--- config.mk ---
export PLATFORM = sky130hd
export DESIGN_NAME = digit_scan_ctrl
export DESIGN_NICKNAME = d
export VERILOG_FILES = /design/src/rtl/digit_scan_ctrl.sv
export SDC_FILE = /design/constraint.sdc
export NUM_CORES = 1
export LEC_CHECK = 0
export ABC_CLOCK_PERIOD_IN_PS = 1820
export BUFFER_PORTS_ARGS = -buffer_cell sky130_fd_sc_hd__buf_4
export CAP_MARGIN = 10
export CORE_UTILIZATION = 48
export DETAILED_ROUTE_END_ITERATION = 10
export PLACE_DENSITY_LB_ADDON = 0.3
export SYNTH_ARGS = -nofsm -noshare
export SYNTH_HDL_FRONTEND = slang
export SYNTH_SLANG_ARGS = --single-unit
--- constraint.sdc ---
create_clock -name clk -period 1.82 [get_ports clk]
set_input_delay 0.091 -clock clk [delete_from_list [all_inputs] [get_ports clk]]
set_output_delay 0.091 -clock clk [all_outputs]
set_load 0.02 [all_outputs]
--- src/rtl/digit_scan_ctrl.sv ---
// Dual-digit 7-segment scan controller: alternates two anodes with blanking gaps and
// samples each operand only when entering the gap that precedes its digit.
module digit_scan_ctrl #(
  parameter int unsigned ON_CYCLES    = 24000,
  parameter int unsigned BLANK_CYCLES = 480
) (
  input  logic       clk,
  input  logic       reset,
  input  logic       en,
  input  logic [3:0] s1,
  input  logic [3:0] s2,
  output logic [3:0] digit,
  output logic       blank,
  output logic       anode1,
  output logic       anode2,
  output logic       sel,
  output logic       frame_tick
);

  localparam int unsigned MaxCycles = (ON_CYCLES > BLANK_CYCLES) ? ON_CYCLES : BLANK_CYCLES;
  localparam int unsigned CntW      = $clog2(MaxCycles + 1);

  localparam logic [CntW-1:0] OnLast    = CntW'(ON_CYCLES - 1);
  localparam logic [CntW-1:0] BlankLast = CntW'(BLANK_CYCLES - 1);

  typedef enum logic [1:0] {
    StBlankA,
    StShow1,
    StBlankB,
    StShow2
  } state_e;

  state_e          state_q, state_d;
  logic [CntW-1:0] cnt_q, cnt_d;
  logic [3:0]      digit_q, digit_d;
  logic            sel_q, sel_d;
  logic            anode1_q, anode1_d;
  logic            anode2_q, anode2_d;
  logic            blank_q, blank_d;
  logic            frame_tick_q, frame_tick_d;
  logic            phase_last;

  always_comb begin
    state_d      = state_q;
    cnt_d        = cnt_q;
    digit_d      = digit_q;
    sel_d        = sel_q;
    frame_tick_d = 1'b0;

    if (state_q == StShow1 || state_q == StShow2) begin
      phase_last = (cnt_q == OnLast);
    end else begin
      phase_last = (cnt_q == BlankLast);
    end

    if (!en) begin
      // Dark display parks at the start of BLANK_A, tracking s1 so a restart is clean.
      state_d = StBlankA;
      cnt_d   = '0;
      digit_d = s1;
      sel_d   = 1'b0;
    end else if (phase_last) begin
      cnt_d = '0;
      unique case (state_q)
        StBlankA: state_d = StShow1;
        StShow1: begin
          state_d = StBlankB;
          digit_d = s2;
          sel_d   = 1'b1;
        end
        StBlankB: state_d = StShow2;
        StShow2: begin
          state_d      = StBlankA;
          digit_d      = s1;
          sel_d        = 1'b0;
          frame_tick_d = 1'b1;
        end
      endcase
    end else begin
      cnt_d = cnt_q + 1'b1;
    end

    // Anode/blank are registered off the next state so they align with digit.
    anode1_d = (state_d != StShow1);
    anode2_d = (state_d != StShow2);
    blank_d  = anode1_d & anode2_d;
  end

  always_ff @(posedge clk) begin
    if (reset) begin
      state_q      <= StBlankA;
      cnt_q        <= '0;
      digit_q      <= s1;
      sel_q        <= 1'b0;
      anode1_q     <= 1'b1;
      anode2_q     <= 1'b1;
      blank_q      <= 1'b1;
      frame_tick_q <= 1'b0;
    end else begin
      state_q      <= state_d;
      cnt_q        <= cnt_d;
      digit_q      <= digit_d;
      sel_q        <= sel_d;
      anode1_q     <= anode1_d;
      anode2_q     <= anode2_d;
      blank_q      <= blank_d;
      frame_tick_q <= frame_tick_d;
    end
  end

  assign digit      = digit_q;
  assign sel        = sel_q;
  assign anode1     = anode1_q;
  assign anode2     = anode2_q;
  assign blank      = blank_q;
  assign frame_tick = frame_tick_q;

endmodule
==> reports/results.ini, run 1 <==
[run_status]
status=completed

[placed_design]
dp_cells=168
detailedPlace.worstSlack_ns=-0.0314
dp_hpwl_mm=1.53
io_buffers=19
gp_congestion=0.767

[global_route]
gr-total-overflow=0
antenna_found_initial=0
grt_pass1_vias=865
grt_pass1_wl_mm=3.53
grt.total_usage_pct=18.0
grt_max_degree=16

[floorplanning]
dieHeight_um=50.9
die_x_um=50.9
num_rows=17
die_area_mm2=0.00259
core-area_mm2=0.00223
pin_count=20
initial_utilization_pct=51.4

[sta]
hold_viol=0
maxSlewViolCount=0
setup_viol=0
finalCritPeriodShare_pct=96.4
finalCriticalPeriod_ns=1.75
setup_ws_ns=0.0657
clock-skew-final_ns=0.0105
worst_pin_slew_ns=0.439
slew_headroom_pct=70.6
fmax_mhz=570

[clock_tree]
tritoncts=built
cts.sink_count=26
clk-insertion-delay-late_ns=0.31
clock_path_buffers=2
clk_pin_slew_worst_paths_ns=0.14
cts-root-buf=clkbuf_4
htreeDepth=1
numCtsBuffers=3

[synthesis]
ys_types=28
syn_inst=115
yosysSeqAreaShare_pct=48.8
synth_area_mm2=0.00115
ys_ff_latch=26
yosys_warnings=0
synth_area_per_cell_um2=9.99
synth_fp_nets=131

[setup_path]
cp_num_buf_inv=1
startpoint_type=flip-flop
crit_chain=nand3_1 > or4_4 > a21oi_4 > buf_4 > mux2i_2 > o21ai_1
crit_family=simple AND/OR/NAND/NOR gates
arrival_ns=1.95
crit_path_end_kind=flip-flop
crit_type=reg -> reg
cpMaxStageDelayCell=or4_4
slowest_delay_ns=0.51
required_ns=2.02
worstPathMaxFanout=5

[route]
drc_errors=0
routed.top_layer=met4
avgViaCountPerCell=4.96
routedWlPerCell_um=11.9
totalWireLength_mm=2.10
dr_wl_met3_um=78
antenna_left=0
vias=873
drt_iter0_drc=18
wl_met2_mm=1.02
met1_length_um=961
dr.pass1.iters=4

[finish]
stdcell_count=176
final_cell_mix=30 x buf_4, 21 x nor2_1, 19 x dfxtp_1
drive_above_1_share_pct=33.1
fillers=187
final_common_cell=buf_4
area_growth_syn_to_layout_pct=24.7
num-nets-final=165
antenna_cells=0

[hold_path]
hold_class=in -> reg

[power]
pwr-share-clk_pct=27.0
peakVddDrop_mv=0.507
p_comb_share_pct=7.0
switchingPower_mw=0.193
p_leak_nw=0.570
seqPwrFrac_pct=66.0
power.density_mw_per_mm2=632
switching_share_pct=21.3
intPower_mw=0.713

[flow_run]
cap_violations=0

==> power groups by stage <==
stage / Clock, mW / Sequential, mW / Combinational [mW]
floorplan: 0 / 0.621 / 0.0250
global placement: 0 / 0.610 / 0.0625
detailed placement: 0 / 0.611 / 0.0639
CTS: 0.252 / 0.598 / 0.0640
global route: 0.271 / 0.599 / 0.0702
finish: 0.245 / 0.598 / 0.0634
==> per-layer routing <==
layer,vias up,GRT usage [%]
met3,4,4.17
met2,20,32.7
li1,454,-
met1,395,19.2
met4,0,9.26
met5,-,0
==> cells in the mapped netlist (all sizes together) <==
cell type / n / area share (%)
edfxtp: 4 / 10
ha: 5 / 5.4
mux2i: 2 / 1.7
or4: 1 / 0.98
and3: 4 / 2.4
nand4: 2 / 1.1
dfxtp: 22 / 38
xnor2: 3 / 2.3
a211oi: 1 / 0.65
nor2: 21 / 6.9
xor2: 10 / 7.6
nand3: 8 / 3.5
nand2b: 2 / 1.7
o31a: 1 / 0.87
nor3b: 1 / 0.65
a21oi: 2 / 1.9
buf: 1 / 1.3
inv: 6 / 2.0
nand2: 9 / 2.9
and4: 1 / 0.76
nor4: 1 / 0.55
mux2: 4 / 3.9
o2111ai: 1 / 0.76
o21ai: 3 / 1.3
==> what timing repair did <==
action	in CTS	in global routing
resized for setup	2	5
setup endpoints to repair	20	22
pin swaps	1	1
buffers inserted	2	2
hold buffers	0	0
==> metrics by stage <==
step | power [mW] | util, % | TNS, ns | area (um2) | hold WS (ns)
3_3_place_gp | 0.673 | 61.1 | 0 | 1360 | 0.361
4_1_cts | 0.914 | 63.0 | 0 | 1410 | 0.0484
2_1_floorplan | 0.646 | - | 0 | 1150 | 0.250
3_5_place_dp | 0.675 | 61.1 | -0.125 | 1360 | 0.371
6_report | 0.906 | 64.1 | 0 | 1430 | 0.0503
5_1_grt | 0.941 | 64.1 | -0.0472 | 1430 | 0.0516
==> state kept, by name, indices dropped and copies added (netlist names) <==
register	cells
sel	1
state_q	2
blank	1
anode2	1
digit	4
anode1	1
cnt_q	15
frame_tick	1
==> worst register-to-register path, cell delays in order (launching register included) <==
cell and delay, ns:
dfxtp_2 0.37, nand3_1 0.12, or4_4 0.51, a21oi_4 0.20
buf_4 0.15, mux2i_2 0.22, o21ai_1 0.07
==> final timing paths <==
kind | from | endpoint | slack (ns) | cells past startpoint
hold reg to reg | cnt_q[0] | cnt_q[0] | 0.44 | 1
hold / removal | en | anode1 | 0.05 | 3
setup reg to reg | cnt_q[12] | anode1 | 0.07 | 6
setup / recovery | cnt_q[12] | anode1 | 0.07 | 6
==> cell type report <==
class / instances / area, um2 / share of cell area, %
well taps: 28 / 35.0 / 2.45
clock buffers: 4 / 26.3 / 1.83
flip-flops and latches: 26 / 564 / 39.4
multi-input cells: 82 / 559 / 39.0
inverters: 6 / 22.5 / 1.57
repair buffers: 30 / 225 / 15.7
==> kinds of logic after synthesis <==
| kind of cell | count (synthesis) | synth area share (%) |
|---|---|---|
| DFF | 26 | 48.8 |
| muxes | 6 | 5.66 |
| and+or+nand+nor | 50 | 21.5 |
| adders and majority gates | 5 | 5.45 |
| buffers and inverters | 7 | 3.27 |
| xor gates and xnor gates | 13 | 9.91 |
| AOI/OAI and AO/OA | 8 | 5.45 |
Power figures use the tool's default switching activity.
==> run 2: changes to the inputs <==
--- a/config.mk
+++ b/config.mk
@@ -8,7 +8,9 @@
 export ABC_CLOCK_PERIOD_IN_PS = 1820
 export BUFFER_PORTS_ARGS = -buffer_cell sky130_fd_sc_hd__buf_4
 export CAP_MARGIN = 10
-export CORE_UTILIZATION = 48
+export CELL_PAD_IN_SITES_DETAIL_PLACEMENT = 1
+export CELL_PAD_IN_SITES_GLOBAL_PLACEMENT = 1
+export CORE_UTILIZATION = 37
 export DETAILED_ROUTE_END_ITERATION = 10
 export PLACE_DENSITY_LB_ADDON = 0.3
 export SYNTH_ARGS = -nofsm -noshare
==> reports/results.ini, run 2 (synthesized netlist as in run 1, its figures left out) <==
[route]
antenna_left=0  ; unchanged
avgViaCountPerCell=5.08  ; +2.4%
routedWlPerCell_um=13.5  ; +13%
drt_iter0_drc=20  ; +2
drc_errors=2  ; +2
vias=919  ; +5.3%
dr.pass1.iters=7  ; +3
totalWireLength_mm=2.45  ; +17%

[floorplanning]
die_area_mm2=0.00333  ; +28%
die_x_um=57.7  ; +13%
core-area_mm2=0.00285  ; +28%
dieHeight_um=57.7  ; +13%
num_rows=19  ; +2
initial_utilization_pct=40.3  ; -11 points
pin_count=20  ; unchanged

[power]
p_leak_nw=0.597  ; +4.7%
power.density_mw_per_mm2=614  ; -2.9%
peakVddDrop_mv=0.300  ; -41%

[placed_design]
detailedPlace.worstSlack_ns=-0.0734  ; -0.0420 ns
io_buffers=19  ; unchanged
place_area_mm2=0.00138  ; +1.4%
gp_congestion=0.714  ; -6.9%
dp_hpwl_mm=1.87  ; +23%

[finish]
regMostFlops=cnt_q
antenna_cells=0  ; unchanged
final_area_mm2=0.00149  ; +4.1%
area_growth_syn_to_layout_pct=29.8
num-nets-final=167  ; +1.2%
final_util_pct=52.3  ; -12 points
largest_register_ffs=15  ; unchanged
drive_above_1_share_pct=39.3  ; +6.2 points
final_common_cell=buf_4
final_cell_mix=31 x buf_4, 21 x nor2_1, 15 x dfxtp_1
fillers=337  ; +80%

[sta]
worst_pin_slew_ns=0.527  ; +0.0883 ns
finalCritPeriodShare_pct=95.1  ; -1.3 points
finalCriticalPeriod_ns=1.73  ; -0.0234 ns
setup_viol=0  ; unchanged
slew_headroom_pct=64.7  ; -5.9 points
maxSlewViolCount=0  ; unchanged
rsz0062_at_grt=false
whs_ns=0.0407  ; -0.00957 ns
hold_viol=0  ; unchanged
clock-skew-final_ns=0.00467  ; -0.00583 ns
setup_ws_ns=0.0891  ; +0.0234 ns
tns_ns=0  ; unchanged
fmax_mhz=578  ; +1.4%

[global_route]
top_usage_layer=met2
antenna_found_initial=0  ; unchanged
met3_usage_pct=2.68  ; -1.5 points
use_met2_pct=31.1  ; -1.6 points
grt_use_met1_pct=18.1  ; -1.1 points
grt_max_degree=16  ; unchanged
grt_pass1_wl_mm=4.10  ; +16%
gr-total-overflow=0  ; unchanged
grt.total_usage_pct=16.3  ; -1.7 points
grt_pass1_vias=987  ; +14%

[setup_path]
arrival_ns=1.78  ; -0.17 ns
required_ns=1.87  ; -0.15 ns
startpoint_type=flip-flop
crit_type=reg -> reg
crit_path_end_kind=flip-flop
worstPathMaxFanout=7  ; +2

[flow_run]
cap_violations=0  ; unchanged

[clock_tree]
numCtsBuffers=3  ; unchanged
cts.sink_count=26  ; unchanged
cts-root-buf=clkbuf_4
cts_hold_buf=0  ; unchanged
htreeDepth=1  ; unchanged
clk_pin_slew_worst_paths_ns=0.14  ; about the same
clock_path_buffers=2  ; unchanged
tritoncts=built
clk-insertion-delay-late_ns=0.31  ; about the same

[hold_path]
hold_class=in -> reg

[run_status]
status=finished with violations
violations=design-rule violations

[run 2: cell types whose count changed in the layout (fill, tap and decap cells not counted), moves of 2 or more]
cell	before	now
dfxtp_2	3	6
nand3_2	0	2
nand3_1	8	6
dfxtp_1	19	15
[run 2: repair_timing]
action                     4_1_cts  5_1_grt
setup endpoints to repair        6       21
resized for setup                4       14
setup buffers                    3        1
pin swaps                        1        3
[run 2: area by class of cell]
| cell class | count | area (um2) | area share [%] |
|---|---|---|---|
| timing repair buffer | 32 | 244 | 16.4 |
| clock buffer | 4 | 26.3 | 1.76 |
| inverter | 6 | 22.5 | 1.51 |
| sequential | 26 | 572 | 38.3 |
| tap | 31 | 38.8 | 2.60 |
| multi-input combinational | 82 | 588 | 39.4 |
[run 2: worst max-delay path: stages (launching register included)]
cell and delay (ns):
dfxtp_1 0.36, inv_1 0.08, or4_4 0.53, a21oi_4 0.28
o21ai_2 0.10, nand2_2 0.12
[run 2: report_power, final]
part           internal (mW)  switching, mW
registers              0.593        0.00338
clock network         0.0856          0.165
logic                 0.0348         0.0338
[run 2: stage by stage]
stage	total power, mW	instances
detailed placement	0.680	173
global placement	0.676	173
finish	0.916	181
CTS	0.935	180
floorplan	0.646	115
global route	0.968	181
[run 2: worst paths after layout]
| kind | start | end | slack [ns] | cells after the start |
|---|---|---|---|---|
| max | state_q[0] | digit[0] | 0.09 | 5 |
| min | en | anode1 | 0.04 | 3 |
| max reg2reg | state_q[0] | digit[0] | 0.09 | 5 |
| min reg2reg | cnt_q[0] | cnt_q[0] | 0.52 | 2 |
[run 2: layer usage]
metal	wire length, um	up-vias	share of wire, %
met1	1070	443	43
met4	17	0	0.69
li1	-	459	-
met5	0	-	0
met3	84	2	3.4
met2	1280	15	52
